## src/rtl/wow_snd_pkg.sv

```systemverilog
// Shared types and widths for the WoW sound-path sample fetch logic.
package wow_snd_pkg;

  localparam int unsigned SAMPLE_AW = 24;
  localparam int unsigned DATA_W    = 16;

  typedef enum logic [1:0] {
    IDLE,
    ISSUE,
    WAIT,
    DONE
  } fetch_state_t;

endpackage

```

## src/rtl/wow_rr_pick.sv

```systemverilog
// Combinational round-robin pick: first asserted request at or after ptr, wrapping.
module wow_rr_pick
  import wow_snd_pkg::*;
#(
  parameter int unsigned NUM_REQ = 4,
  parameter int unsigned PW      = $clog2(NUM_REQ)
) (
  input  logic [NUM_REQ-1:0] req,
  input  logic [PW-1:0]      ptr,
  output logic               valid,
  output logic [PW-1:0]      idx
);

  logic [PW-1:0] cand;

  always_comb begin
    valid = 1'b0;
    idx   = '0;
    cand  = '0;
    for (int i = 0; i < int'(NUM_REQ); i++) begin
      cand = PW'((32'(ptr) + 32'(i)) % NUM_REQ);
      if (!valid && req[cand]) begin
        valid = 1'b1;
        idx   = cand;
      end
    end
  end

endmodule

```

## src/rtl/wow_sample_fetch_arbiter.sv

```systemverilog
// Round-robin arbiter sharing one sample-memory read port among voice players,
// with a single outstanding read and a bounded wait for bridge data.
module wow_sample_fetch_arbiter
  import wow_snd_pkg::*;
#(
  parameter int unsigned NUM_REQ = 4,
  parameter int unsigned AW      = SAMPLE_AW,
  parameter int unsigned TIMEOUT = 255
) (
  input  logic                  CLK,
  input  logic                  I_RESET_L,
  input  logic                  s_enable,
  input  logic [NUM_REQ-1:0]    req,
  input  logic [NUM_REQ*AW-1:0] req_addr,
  output logic [NUM_REQ-1:0]    ack,
  output logic [DATA_W-1:0]     rd_data,
  output logic [AW-1:0]         s_addr,
  output logic                  s_read,
  input  logic [DATA_W-1:0]     s_data,
  input  logic                  s_ready,
  output logic                  busy,
  output logic                  timeout_err
);

  localparam int unsigned PW = $clog2(NUM_REQ);
  localparam int unsigned CW = $clog2(TIMEOUT + 1);

  fetch_state_t        state;
  logic [PW-1:0]       ptr;
  logic [PW-1:0]       gnt_idx;
  logic [CW-1:0]       wait_cnt;
  logic                mask_last;
  logic [NUM_REQ-1:0]  req_eff;
  logic                pick_valid;
  logic [PW-1:0]       pick_idx;
  logic [AW-1:0]       addr_arr [NUM_REQ];

  // The voice just served may still be holding req in the cycle after its ack.
  assign req_eff = mask_last ? (req & ~(NUM_REQ'(1) << gnt_idx)) : req;

  for (genvar g = 0; g < int'(NUM_REQ); g++) begin : g_addr
    assign addr_arr[g] = req_addr[g*AW +: AW];
  end

  wow_rr_pick #(
    .NUM_REQ (NUM_REQ),
    .PW      (PW)
  ) u_pick (
    .req   (req_eff),
    .ptr   (ptr),
    .valid (pick_valid),
    .idx   (pick_idx)
  );

  always_ff @(posedge CLK) begin
    if (!I_RESET_L) begin
      state       <= IDLE;
      ptr         <= '0;
      gnt_idx     <= '0;
      wait_cnt    <= '0;
      mask_last   <= 1'b0;
      ack         <= '0;
      rd_data     <= '0;
      s_addr      <= '0;
      s_read      <= 1'b0;
      busy        <= 1'b0;
      timeout_err <= 1'b0;
    end else begin
      s_read <= 1'b0;
      ack    <= '0;
      case (state)
        IDLE: begin
          mask_last <= 1'b0;
          if (s_enable && pick_valid) begin
            gnt_idx <= pick_idx;
            s_addr  <= addr_arr[pick_idx];
            s_read  <= 1'b1;
            busy    <= 1'b1;
            state   <= ISSUE;
          end
        end
        ISSUE: begin
          wait_cnt <= '0;
          state    <= WAIT;
        end
        WAIT: begin
          if (s_ready) begin
            rd_data <= s_data;
            ack     <= NUM_REQ'(1) << gnt_idx;
            state   <= DONE;
          end else if (wait_cnt == CW'(TIMEOUT - 1)) begin
            // Forced completion: the voice gets silence rather than stalling forever.
            rd_data     <= '0;
            timeout_err <= 1'b1;
            ack         <= NUM_REQ'(1) << gnt_idx;
            state       <= DONE;
          end else begin
            wait_cnt <= wait_cnt + 1'b1;
          end
        end
        DONE: begin
          ptr       <= (gnt_idx == PW'(NUM_REQ - 1)) ? '0 : gnt_idx + 1'b1;
          mask_last <= 1'b1;
          busy      <= 1'b0;
          state     <= IDLE;
        end
        default: state <= IDLE;
      endcase
    end
  end

endmodule

```

## config.mk

```make
export PLATFORM = sky130hd
export DESIGN_NAME = wow_sample_fetch_arbiter
export DESIGN_NICKNAME = d
export VERILOG_FILES = /design/src/rtl/wow_snd_pkg.sv /design/src/rtl/wow_rr_pick.sv /design/src/rtl/wow_sample_fetch_arbiter.sv
export SDC_FILE = /design/constraint.sdc
export NUM_CORES = 1
export LEC_CHECK = 0
export ABC_CLOCK_PERIOD_IN_PS = 3300
export CORE_ASPECT_RATIO = 1.2
export CORE_MARGIN = 2
export CORE_UTILIZATION = 43
export DETAILED_ROUTE_END_ITERATION = 6
export GPL_ROUTABILITY_DRIVEN = 1
export MAX_ROUTING_LAYER = met4
export PLACE_DENSITY = 0.86
export SYNTH_ARGS = -nofsm -noshare
export SYNTH_HDL_FRONTEND = slang
export SYNTH_SLANG_ARGS = --single-unit
```

## constraint.sdc

```tcl
create_clock -name CLK -period 3.3 [get_ports CLK]
set_input_delay 0.99 -clock CLK [delete_from_list [all_inputs] [get_ports CLK]]
set_output_delay 0.99 -clock CLK [all_outputs]
set_load 0.01 [all_outputs]
```

==> impl_metrics.yaml <==
run_status:
  outcome: "completed"
floorplan:
  chip_width_um: 82.6
  start_util: 0.441
  fp.dieArea_um2: 8120
  rows: 34
  pin_count: 167
  core_area_um2: 7230
  die_h_um: 98.3
clocking:
  num_cts_buffers: 9
  cts_buffer_depth: 2
  clk_root_buffer_cell: "sky130_fd_sc_hd__clkbuf_8"
  cts_sinks: 62
  cts_tree: "done"
  post_cts_resize_count: 0
  clk_latency_ps: 340
  cts.htree.levels: 3
  cts-hold-fix-buffers: 0
  post_cts.repair.setup_buffers: 0
  clock_pin_slew_worst_setup_and_hold_paths_ps: 70
critical_path:
  largest_fanout_on_the_critical_path: 24
  worstReg2RegEnd: "s_addr[0]"
  ff2ff_path_depth: 8
  critical-path-top-delay-family: "simple AND/OR/NAND/NOR gates"
  timing.critical_path.slowest_cell_delay_ps: 830
  worst-setup-path-type: "in -> reg"
  crit_chain: "clkdlybuf4s50_1 > nor2_1 > o221ai_1 > o211a_1 > nor2_2 > a22oi_1 > o21ai_1"
  critical_path.startpoint: "req[2]"
  worst-path-stages: 7
  worst-path-buf-inv: 1
  critical_path.slowest_cell: "sky130_fd_sc_hd__nor2_2"
  register_to_register_setup_slack_ps: 840
  critical_path_data_required_time_ps: 3570
  cp.arrival_ps: 3190
  crit_path_end: "s_addr[0]"
  worstSetupEndpointType: "flop"
  r2r_start: "gnt_idx[0]"
  crit_start_category: "input pin"
detailed_routing:
  via_count: 3167
  postRouteAntennaNets: 0
  first_iter_violations: 91
  detail_route.wl_per_cell_um: 15.0
  first_pass_iters: 5
  drt_wl_total_um: 8860
  post-route-drc-count: 0
  detail_route.vias_per_cell: 5.36
timing:
  finalSetupViolCount: 0
  min_period_over_period: 0.884
  worst-slew-pin-transition_ps: 1110
  timing_limited_maximum_frequency_mhz: 343
  slew_viol_final: 0
  fin_worst_skew_ps: 8.81
  timing.final.hold_violations: 0
  setup_repair_after_global_routing_missed_its_margin: "no"
  setup-tns-final_ps: 0
  headroom_to_the_max_slew_limit: 0.260
  final.hold.worst_slack_ps: 491
  period_minus_slack_ps: 2920
synthesis:
  syn_area_um2: 3190
  ys.warnings.count: 0
  synth-edff-count: 0
  post_synth_inst_count: 324
  post_synth_main_area_contributors: "sky130_fd_sc_hd__dfxtp_1 (39%), sky130_fd_sc_hd__mux2_4 (11%), sky130_fd_sc_hd__mux2i_1 (8.8%)"
  synth_most_common_cell: "sky130_fd_sc_hd__dfxtp_1"
  post_synth.cell_area_avg_um2: 9.84
  synth.lib_cells_used.distinct: 42
  async_reset_ff_frac: 0
  netlist.top_cell.by_area: "sky130_fd_sc_hd__dfxtp_1"
  synth.top_cells.by_count: "sky130_fd_sc_hd__dfxtp_1 (62), sky130_fd_sc_hd__nor2_1 (41), sky130_fd_sc_hd__a22oi_1 (34), sky130_fd_sc_hd__mux2i_1 (28), sky130_fd_sc_hd__o21ai_1 (24)"
  synth_flop_cell: "sky130_fd_sc_hd__dfxtp_1"
  seq_area_frac_synth: 0.389
  synth_fp_nets: 455
  ys_seq_elements: 62
  area_share_of_the_largest_cell_type_after_synthesis: 0.389
place:
  port_buffers: 166
  dpl_wire_length_um: 6850
  place_congestion: 0.896
  dpl.cell_count: 575
layout:
  final_nets: 627
  finalNonFillerCells: 591
  antenna_cells: 0
  layout-drive-gt1-share: 0.126
  areaGrowthSynthToFinish_pct: 62.8
pwr:
  power_density_nw_per_um2: 524
  power.leakage_uw: 0.00211
  vdd.ir_drop.worst_v: 0.000266
worst_hold_path:
  timing.hold.worst.class: "reg -> reg"
  hold_path.startpoint: "timeout_err"
grt:
  largest_net_degree_at_the_start_of_global_routing: 28
  antenna_violations_before_repair: 0
  first_global_vias: 3117
  grt_first_pass_wirelength_um: 14100
  gr-total-overflow: 0
  aggregate_global_route_resource_usage: 0.230
flow_run:
  max_cap_violations: 0
## routing by layer
layer | up-vias | share of wire | global-route usage
met5 | - | 0 | -
met3 | 26 | 0.054 | 0.0379
li1 | 1523 | - | -
met1 | 1484 | 0.38 | 0.247
met2 | 134 | 0.53 | 0.404
met4 | 0 | 0.031 | 0.103
## worst reg2reg max path: cells and delay by family, from the launching register on
family / cells / cell delay [ps]
flip-flops: 1 / 340
AO/OA/AOI/OAI: 4 / 800
buffers and inverters: 1 / 110
AND/OR/NAND/NOR: 2 / 940
adder cells (fa/ha/maj): 1 / 200
## cell type report
cell class	instances	area [µm²]
Clock buffer	9	124
Clock inverter	7	80.1
Fill cell	519	2040
Inverter	11	41.3
Multi-Input combinational cell	232	1800
Sequential cell	62	1240
Tap cell	90	113
Timing Repair Buffer	180	1790
## state kept, by name (all words and copies together), names as in the netlist, 2 cells and up
name      cells
wait_cnt      8
state         2
rd_data      16
s_addr       24
ack           4
ptr           2
gnt_idx       2
## worst min-delay path by stage
stage / end / cells after the start
floorplan: wait_cnt[7] / 2
global placement: timeout_err / 2
detailed placement: timeout_err / 2
CTS: timeout_err / 2
global route: timeout_err / 2
finish: timeout_err / 2
## cell usage in the layout (no fill, tap or decap), types with 2 or more instances in the layout
master and instances:
sky130_fd_sc_hd__ha_1 11, sky130_fd_sc_hd__clkdlybuf4s50_1 166, sky130_fd_sc_hd__nand2_1 5, sky130_fd_sc_hd__nand3_1 2, sky130_fd_sc_hd__nand2b_1 5, sky130_fd_sc_hd__and3_1 7
sky130_fd_sc_hd__mux2i_1 28, sky130_fd_sc_hd__a21oi_1 8, sky130_fd_sc_hd__dfxtp_1 62, sky130_fd_sc_hd__nor2_1 40, sky130_fd_sc_hd__clkinvlp_4 2, sky130_fd_sc_hd__a31oi_1 3
sky130_fd_sc_hd__inv_6 3, sky130_fd_sc_hd__a22oi_1 34, sky130_fd_sc_hd__inv_1 10, sky130_fd_sc_hd__o21a_1 2, sky130_fd_sc_hd__buf_4 12, sky130_fd_sc_hd__o21ai_1 24
sky130_fd_sc_hd__clkbuf_8 9, sky130_fd_sc_hd__mux2_4 23, sky130_fd_sc_hd__o21ai_0 5, sky130_fd_sc_hd__buf_12 2, sky130_fd_sc_hd__nand4_1 5, sky130_fd_sc_hd__a22oi_2 6
sky130_fd_sc_hd__and2_1 3, sky130_fd_sc_hd__xor2_1 3, sky130_fd_sc_hd__o221ai_1 2, sky130_fd_sc_hd__nor3b_1 2
## per-stage QoR
step | area, µm² | setup WS, ps | utilization | power (µW)
after global placement | 4990 | 82.8 | 0.690 | 2020
after global routing | 5190 | 213 | 0.718 | 2870
after floorplan | 3190 | 975 | - | 1550
after CTS | 5190 | 357 | 0.718 | 2740
final | 5190 | 382 | 0.718 | 2720
after detailed placement | 4990 | -1.16 | 0.690 | 2050
## where the power goes
group / switching [µW] / internal, µW
Combinational: 483 / 592
Sequential: 83.5 / 877
Clock: 327 / 357
## cells by family (layout without fill, tap and decap cells)
group | after synthesis | after routing | synth area share
compound gates | 93 | 93 | 0.203
xor+xnor | 4 | 4 | 0.0110
fa+ha+maj | 11 | 11 | 0.0432
buf+inv | 30 | 207 | 0.0494
flops | 62 | 62 | 0.389
mux | 52 | 52 | 0.200
simple gates | 72 | 72 | 0.105
Note: power is estimated with default switching activity, not from simulation.
